$ cat config.mk
export PLATFORM = sky130hd
export DESIGN_NAME = instr_fetch_unit
export DESIGN_NICKNAME = d
export VERILOG_FILES = /design/src/rtl/fetch_pkg.sv /design/src/rtl/fetch_fifo.sv /design/src/rtl/instr_fetch_unit.sv
export SDC_FILE = /design/constraint.sdc
export NUM_CORES = 1
export LEC_CHECK = 0
export CORE_UTILIZATION = 54
export CTS_CLUSTER_DIAMETER = 120
export CTS_CLUSTER_SIZE = 28
export DETAILED_ROUTE_END_ITERATION = 16
export PLACE_DENSITY = 0.84
export SYNTH_ARGS = -nofsm -noshare
export SYNTH_HDL_FRONTEND = slang
export SYNTH_SLANG_ARGS = --single-unit
$ cat constraint.sdc
create_clock -name CLK -period 2.5 [get_ports CLK]
set_input_delay 0.5 -clock CLK [delete_from_list [all_inputs] [get_ports CLK]]
set_output_delay 0.5 -clock CLK [all_outputs]
set_load 0.02 [all_outputs]
$ cat src/rtl/fetch_pkg.sv
// Shared types for the instruction fetch unit.
// Buffer entry layout and in-flight tracker states.
package fetch_pkg;

  localparam int DEPTH_DEF = 4;

  typedef struct packed {
    logic [31:0] pc;
    logic [31:0] instr;
  } fetch_entry_t;

  typedef enum logic {
    IDLE = 1'b0,
    PEND = 1'b1
  } fetch_state_t;

endpackage

$ cat src/rtl/fetch_fifo.sv
// Circular buffer of fetched {pc, instr} entries.
// Clear wins over push/pop; pop on empty is ignored.
module fetch_fifo
  import fetch_pkg::*;
#(
  parameter int DEPTH = DEPTH_DEF,
  localparam int AW = $clog2(DEPTH)
) (
  input  logic         CLK,
  input  logic         clear,
  input  logic         push,
  input  fetch_entry_t wdata,
  input  logic         pop,
  output logic [AW:0]  count,
  output fetch_entry_t head
);

  localparam logic [AW:0] FULL = (AW+1)'(DEPTH);

  logic [AW-1:0] wr_ptr;
  logic [AW-1:0] rd_ptr;
  fetch_entry_t  mem [DEPTH];
  logic          do_push;
  logic          do_pop;

  assign do_pop  = pop & (count != '0);
  assign do_push = push & ((count != FULL) | do_pop);

  always_ff @(posedge CLK) begin
    if (clear) begin
      wr_ptr <= '0;
      rd_ptr <= '0;
      count  <= '0;
    end else begin
      if (do_push) wr_ptr <= wr_ptr + 1'b1;
      if (do_pop)  rd_ptr <= rd_ptr + 1'b1;
      unique case ({do_push, do_pop})
        2'b10:   count <= count + 1'b1;
        2'b01:   count <= count - 1'b1;
        default: count <= count;
      endcase
    end
  end

  always_ff @(posedge CLK) begin
    if (do_push && !clear) mem[wr_ptr] <= wdata;
  end

  assign head = mem[rd_ptr];

endmodule

$ cat src/rtl/instr_fetch_unit.sv
// Instruction fetch front end: issues memory reads for
// accepted PCs and buffers the returned words in order.
module instr_fetch_unit
  import fetch_pkg::*;
#(
  parameter int DEPTH = DEPTH_DEF
) (
  input  logic        CLK,
  input  logic        reset,
  input  logic [31:0] pc_in,
  input  logic        pc_valid,
  output logic        pc_ready,
  output logic        mem_rd,
  output logic [31:0] mem_addr,
  input  logic [31:0] mem_rdata,
  input  logic        flush,
  output logic [31:0] instr_out,
  output logic [31:0] instr_pc,
  output logic        instr_valid,
  input  logic        instr_ready
);

  localparam int AW = $clog2(DEPTH);
  localparam logic [AW+1:0] LIMIT = (AW+2)'(DEPTH);

  fetch_state_t state;
  logic [31:0]  req_pc;
  logic [AW:0]  count;
  logic [AW+1:0] occ;
  fetch_entry_t head;
  fetch_entry_t wdata;
  logic         pend;
  logic         accept;
  logic         clear;
  logic         push;
  logic         pop;

  // A slot is reserved for the in-flight read so a push never overflows.
  assign pend     = (state == PEND);
  assign occ      = {1'b0, count} + {{(AW+1){1'b0}}, pend};
  assign pc_ready = !reset && !flush && (occ < LIMIT);
  assign accept   = pc_valid & pc_ready;
  assign mem_rd   = accept;
  assign mem_addr = pc_in;

  assign clear = reset | flush;
  assign push  = pend & !clear;
  assign pop   = instr_valid & instr_ready & !clear;

  assign wdata.pc    = req_pc;
  assign wdata.instr = mem_rdata;

  always_ff @(posedge CLK) begin
    if (reset) begin
      state  <= IDLE;
      req_pc <= '0;
    end else if (flush) begin
      state <= IDLE;
    end else if (accept) begin
      state  <= PEND;
      req_pc <= pc_in;
    end else begin
      state <= IDLE;
    end
  end

  fetch_fifo #(
    .DEPTH(DEPTH)
  ) u_fifo (
    .CLK   (CLK),
    .clear (clear),
    .push  (push),
    .wdata (wdata),
    .pop   (pop),
    .count (count),
    .head  (head)
  );

  assign instr_valid = (count != '0);
  assign instr_out   = head.instr;
  assign instr_pc    = head.pc;

endmodule

# ---- Word level (Yosys, flattened, before mapping)
# Memory sizes are Yosys's and may differ from the RTL's. A register that Yosys moved wholly into a read port is not among the register bits.
# Index checks and enable logic that the tools add are counted.
dict set report totals {
  rom_bits 0
  latch_bits 0
  out_inout_bits 99
  mem_count 1
  ff_bits 40
  inputBits 69
  wordCells 40
  ramBits 256
}
dict set report op_classes {
  mul 0
  n_bitwise 9
  addsub 5
  n_eq_ne 3
  magnitude_cmp 1
  mux 6
  shifts 0
  n_reduce_logical 10
  n_div 0
}
# name words width rd rd_clocked_by_memory_dff wr line
set mem_list {}
lappend mem_list {u_fifo.mem 4 64 1 1 1 fetch_fifo.sv:22} ;# fetch_entry_t mem [DEPTH];
# operator count
set ops {}
lappend ops {{bitwise AND 1 bit} 6}
lappend ops {{one-hot mux 3 bit (2 select lines)} 1}
lappend ops {{adder 2 x 1 -> 2 bit (second input constant)} 2}
lappend ops {{adder 3 x 1 -> 4 bit} 1}
lappend ops {{< comparator 4 x 3 -> 1 bit (second input constant)} 1}
lappend ops {{two-way mux 2 bit} 2}
lappend ops {{adder 3 x 1 -> 3 bit (second input constant)} 1}
lappend ops {{logical AND 1 bit} 3}
lappend ops {{zero test 1 bit} 3}
lappend ops {{two-way mux 1 bit} 3}
lappend ops {{inequality test 3 bit (second input constant)} 1}
lappend ops {{nonzero test 3 bit} 1}
lappend ops {{subtractor 3 x 1 -> 3 bit (second input constant)} 1}
lappend ops {{== test 2 x 1 -> 1 bit (second input constant)} 1}
lappend ops {{== test 2 bit (second input constant)} 1}
lappend ops {{OR 1 bit} 2}
lappend ops {{AND reduction 2 bit} 1}
lappend ops {{nonzero test 2 bit} 1}
lappend ops {{OR reduction 2 bit} 1}
lappend ops {{NOT 1 bit} 1}

# ---- Logic depth before layout (Yosys ltp)
dict set report depth {
  word_depth 9
  mapped_depth 8
  mapped_depth_nobuf 8
}

# ---- Hierarchy
# A second synthesis with hierarchy kept.
dict set report unflattened {
  cells_unflattened 580
  area_unflattened_um2 11287.1
}
# module area_per_inst_um2 cells_per_inst seq_area_each_um2 n_inst
set by_module_without_submodules {}
lappend by_module_without_submodules {fetch_fifo 9710.6 389 7867.5 1}
lappend by_module_without_submodules {instr_fetch_unit 1576.5 191 660.6 1}

# ---- Least setup slack after synthesis
# OpenSTA, ideal clock, no wires.
dict set report synth_path {
  kind {input port to flip-flop}
  from {input instr_ready}
  to {memory u_fifo.mem[0][0] in the netlist's numbering (enable)}
  path_buffers 0
  arrival_ps 1954
  setup_ps 403
  t_required_ps 2097
  setup_slack_ps 143
  stages 3
  cell_sequence {or4b_2 -> and2_2 -> and3_2}
}
dict set report synth_between {
  elab_chain_cells 8
}
# item line
set synth_rtl {}
lappend synth_rtl {{start, declared} instr_fetch_unit.sv:20} ;# input logic instr_ready
lappend synth_rtl {{bitwise AND 1 bit (2 in series)} instr_fetch_unit.sv:48} ;# assign pop = instr_valid & instr_ready & !clear;
lappend synth_rtl {{bitwise AND 1 bit} fetch_fifo.sv:26} ;# assign do_pop = pop & (count != '0);
lappend synth_rtl {{OR 1 bit} fetch_fifo.sv:27} ;# assign do_push = push & ((count != FULL) | do_pop);
lappend synth_rtl {{bitwise AND 1 bit} fetch_fifo.sv:27}
lappend synth_rtl {{logical AND 1 bit} fetch_fifo.sv:46} ;# if (do_push && !clear) mem[wr_ptr] <= wdata;
lappend synth_rtl {{two-way mux 1 bit} fetch_fifo.sv:46}
lappend synth_rtl {{two-way mux 1 bit (not written as such)} fetch_fifo.sv:46}
lappend synth_rtl {{end, declared} fetch_fifo.sv:22}
# Every way passes these cells.

==> results_dict.tcl <==
set metrics [dict create \
    synth_edf_count 256 \
    initial_core_util_pct 55.3 \
    viasPerCell 5.56 \
    antenna_found_initial 0 \
    place_congestion 0.806 \
    dp_worst_setup_slack_ns -0.287 \
    fmax_mhz 400 \
    cts_root_buf "clkbuf_16" \
    globalRouteOverflowTotal 0 \
    top_layer "met4" \
    routed_wl_um 20700 \
    core_um2 20300 \
    seq_power_share_pct 64.9 \
    rsz0062_at_grt "yes" \
    power_density_nw_per_um2 602 \
    ys_top_cells_by_area "edfxtp_1, mux4_2, dfxtp_1, mux2_2, buf_4" \
    max_slew_margin_pct 68.6 \
    tightest_slew_ns 0.471 \
    yosysSeqAreaShare_pct 76.0 \
    ys_types 32 \
    hold_viol_final 0 \
    fin_skew_ns 0.0164 \
    fin_crit_sh_pct 99.9 \
    nFillCells 1262 \
    holdPathStages 0 \
    globalRouteTotalUtil_pct 19.9 \
    clk_pin_slew_ns 0.11 \
    rr_worst_depth 7 \
    insertion_delay_ns 0.48 \
    post-synth-top-count-cell "edfxtp_1" \
    irDropWorstVdd_mv 0.468 \
    postSynthCellCount 522 \
    sw_frac_of_total_pct 19.3 \
    fin_crit_ns 2.50 \
    grt_pass1_vias 5844 \
    antennaDiodeCount 0 \
    num_vias 5491 \
    slowest_stage "mux4_2" \
    synth_top_area_share_pct 68.5 \
    cp_max_fo 9 \
    drt_iter0_drc 331 \
    max_cap_violations 0 \
    io_buffers 167 \
    met2WireLength_um 10600 \
    grt_max_degree 33 \
    syn2layout_area_growth_pct 24.6 \
    clk_path_buf_depth 3 \
    combPwrFrac_pct 4.7 \
    die_x_um 146 \
    drive_gt1_share_pct 31.5 \
    cts_tree "done" \
    required_ns 2.00 \
    die_h_um 146 \
    power_switching_uw 1630 \
    synth_area_um2 11200 \
    numCtsBuffers 14 \
    die_area_um2 21400 \
    worstPathArrival_ns 2.00 \
    ant_nets 0 \
    drt_pass1_iterations 6 \
    post_drt_wl_per_cell_um 21.0 \
    ys_seq_elements 298 \
    totalPowerFinal_uw 8420 \
    dominantRegCellSynth "edfxtp_1" \
    htree_levels 1 \
    wl_met1_um 8770 \
    worst_setup_path_end_kind "output port" \
    rows 52 \
    min_path_type "flop to flop" \
    critPathLaunchType "flop" \
    yosysTopAreaCell "edfxtp_1" \
    ys_top_cells_by_count "edfxtp_1, mux4_2, dfxtp_1" \
    avgSynthCellArea_um2 21.5 \
    fin_nets 784 \
    p_leak_uw 0.00459 \
    synth_nets 597 \
    holdWs_ns 0.502 \
    crit_path_max_incr_delay_ns 0.53 \
    outcome "complete, no violations" \
    fin_ws_ns 0.00300 \
    slew_violations 0 \
    power.clock.fraction_pct 30.3 \
    async_flop_share_pct 0 \
    setup_viol 0 \
    path_cells "buf_12 > buf_16 > buf_4 > mux4_2 > buf_6" \
    cts_num_sinks 298 \
    drc 0 \
    io_pins 168 \
    critPathKind "flop to output port" \
    wl_met3_um 1070 \
    grt_pass1_wl_um 32600 \
    hpwl_um 13400 \
    yosysWarnings 0 \
    p_int_uw 6790 \
]
[final timing paths]
kind,slack (ns),startpoint,to
hold reg to reg,0.50,req_pc[1]$_SDFFE_PP0P_,u_fifo.mem[0][33]$_DFFE_PP_
setup / recovery,0.003,flop,instr_out[20]
setup reg to reg,0.22,u_fifo.count[0]$_SDFFE_PP0P_,u_fifo.count[1]$_SDFFE_PP0P_
hold / removal,0.50,req_pc[1]$_SDFFE_PP0P_,u_fifo.mem[0][33]$_DFFE_PP_
[flip-flops by register name, summed over array words and instances, names as in the netlist, named ones only]
| signal | count |
|---|---|
| u_fifo.mem | 256 |
| u_fifo.count | 3 |
| req_pc | 32 |
| u_fifo.rd_ptr | 2 |
| u_fifo.wr_ptr | 2 |
| pend | 1 |
[worst max-delay path, delay by kind of cell (launching register included)]
| family | cells | cell delay, ns |
|---|---|---|
| buf+inv | 4 | 0.55 |
| flops | 1 | 0.44 |
| mux | 1 | 0.53 |
[metrics by stage]
stage / setup TNS, ns / util (%) / instances / instance area, µm²
after floorplan: 0 / - / 522 / 11200
after global placement: -20.84 / 66.1 / 937 / 13400
after detailed placement: -29.04 / 66.1 / 937 / 13400
after CTS: -0.320 / 68.1 / 976 / 13800
after global routing: -1.01 / 68.9 / 987 / 14000
final: 0 / 68.9 / 987 / 14000
[per-layer routing]
| metal | vias up | GRT usage (%) |
|---|---|---|
| met5 | - | 0 |
| met2 | 200 | 34.1 |
| met3 | 26 | 2.38 |
| met1 | 2836 | 27.8 |
| li1 | 2429 | - |
| met4 | 0 | 4.01 |
[what timing repair did]
item,4_1_cts,5_1_grt
hold buffers,0,0
setup buffers,15,11
endpoints found under the hold margin,0,0
endpoints found under the setup margin,64,52
gates resized for setup,164,61
[cells in the final DEF, fill, tap and decap left out, types with 4 or more instances in the layout]
cell and count:
clkdlybuf4s15_1 14, and3_4 4, clkbuf_16 15, nor2_1 8, nor2b_1 32, clkbuf_2 9
buf_12 24, mux2_2 32, buf_4 31, clkdlybuf4s50_1 101, buf_6 19, dfxtp_1 40
clkbuf_1 8, buf_2 15, edfxtp_1 256, dlygate4sd2_1 9, ha_1 5, mux4_2 64
[power groups by stage]
stage / Sequential [µW] / Combinational [µW] / Clock, µW
finish: 5470 / 398 / 2550
CTS: 5470 / 398 / 2610
global placement: 5570 / 391 / 0
global route: 5470 / 421 / 2780
floorplan: 5570 / 186 / 0
detailed placement: 5580 / 404 / 0
[cell type report]
class,count,area [µm²],share of cell area (%)
Tap cell,270,338,2.42
Clock inverter,1,11.3,0.0806
Multi-Input combinational cell,169,2350,16.8
Inverter,2,7.51,0.0537
Sequential cell,298,8540,61.1
Clock buffer,23,405,2.90
Timing Repair Buffer,224,2330,16.7
[kinds of logic (layout without fill, tap and decap cells)]
group	after synthesis	after routing	share of synthesized area (%)
mux	97	97	16.1
xor+xnor	4	4	0.312
simple gates	55	55	3.13
compound gates	7	7	0.468
buf+inv	55	250	3.19
fa+ha+maj	6	6	0.736
flops	298	298	76.0
Power figures use the tool's default switching activity.
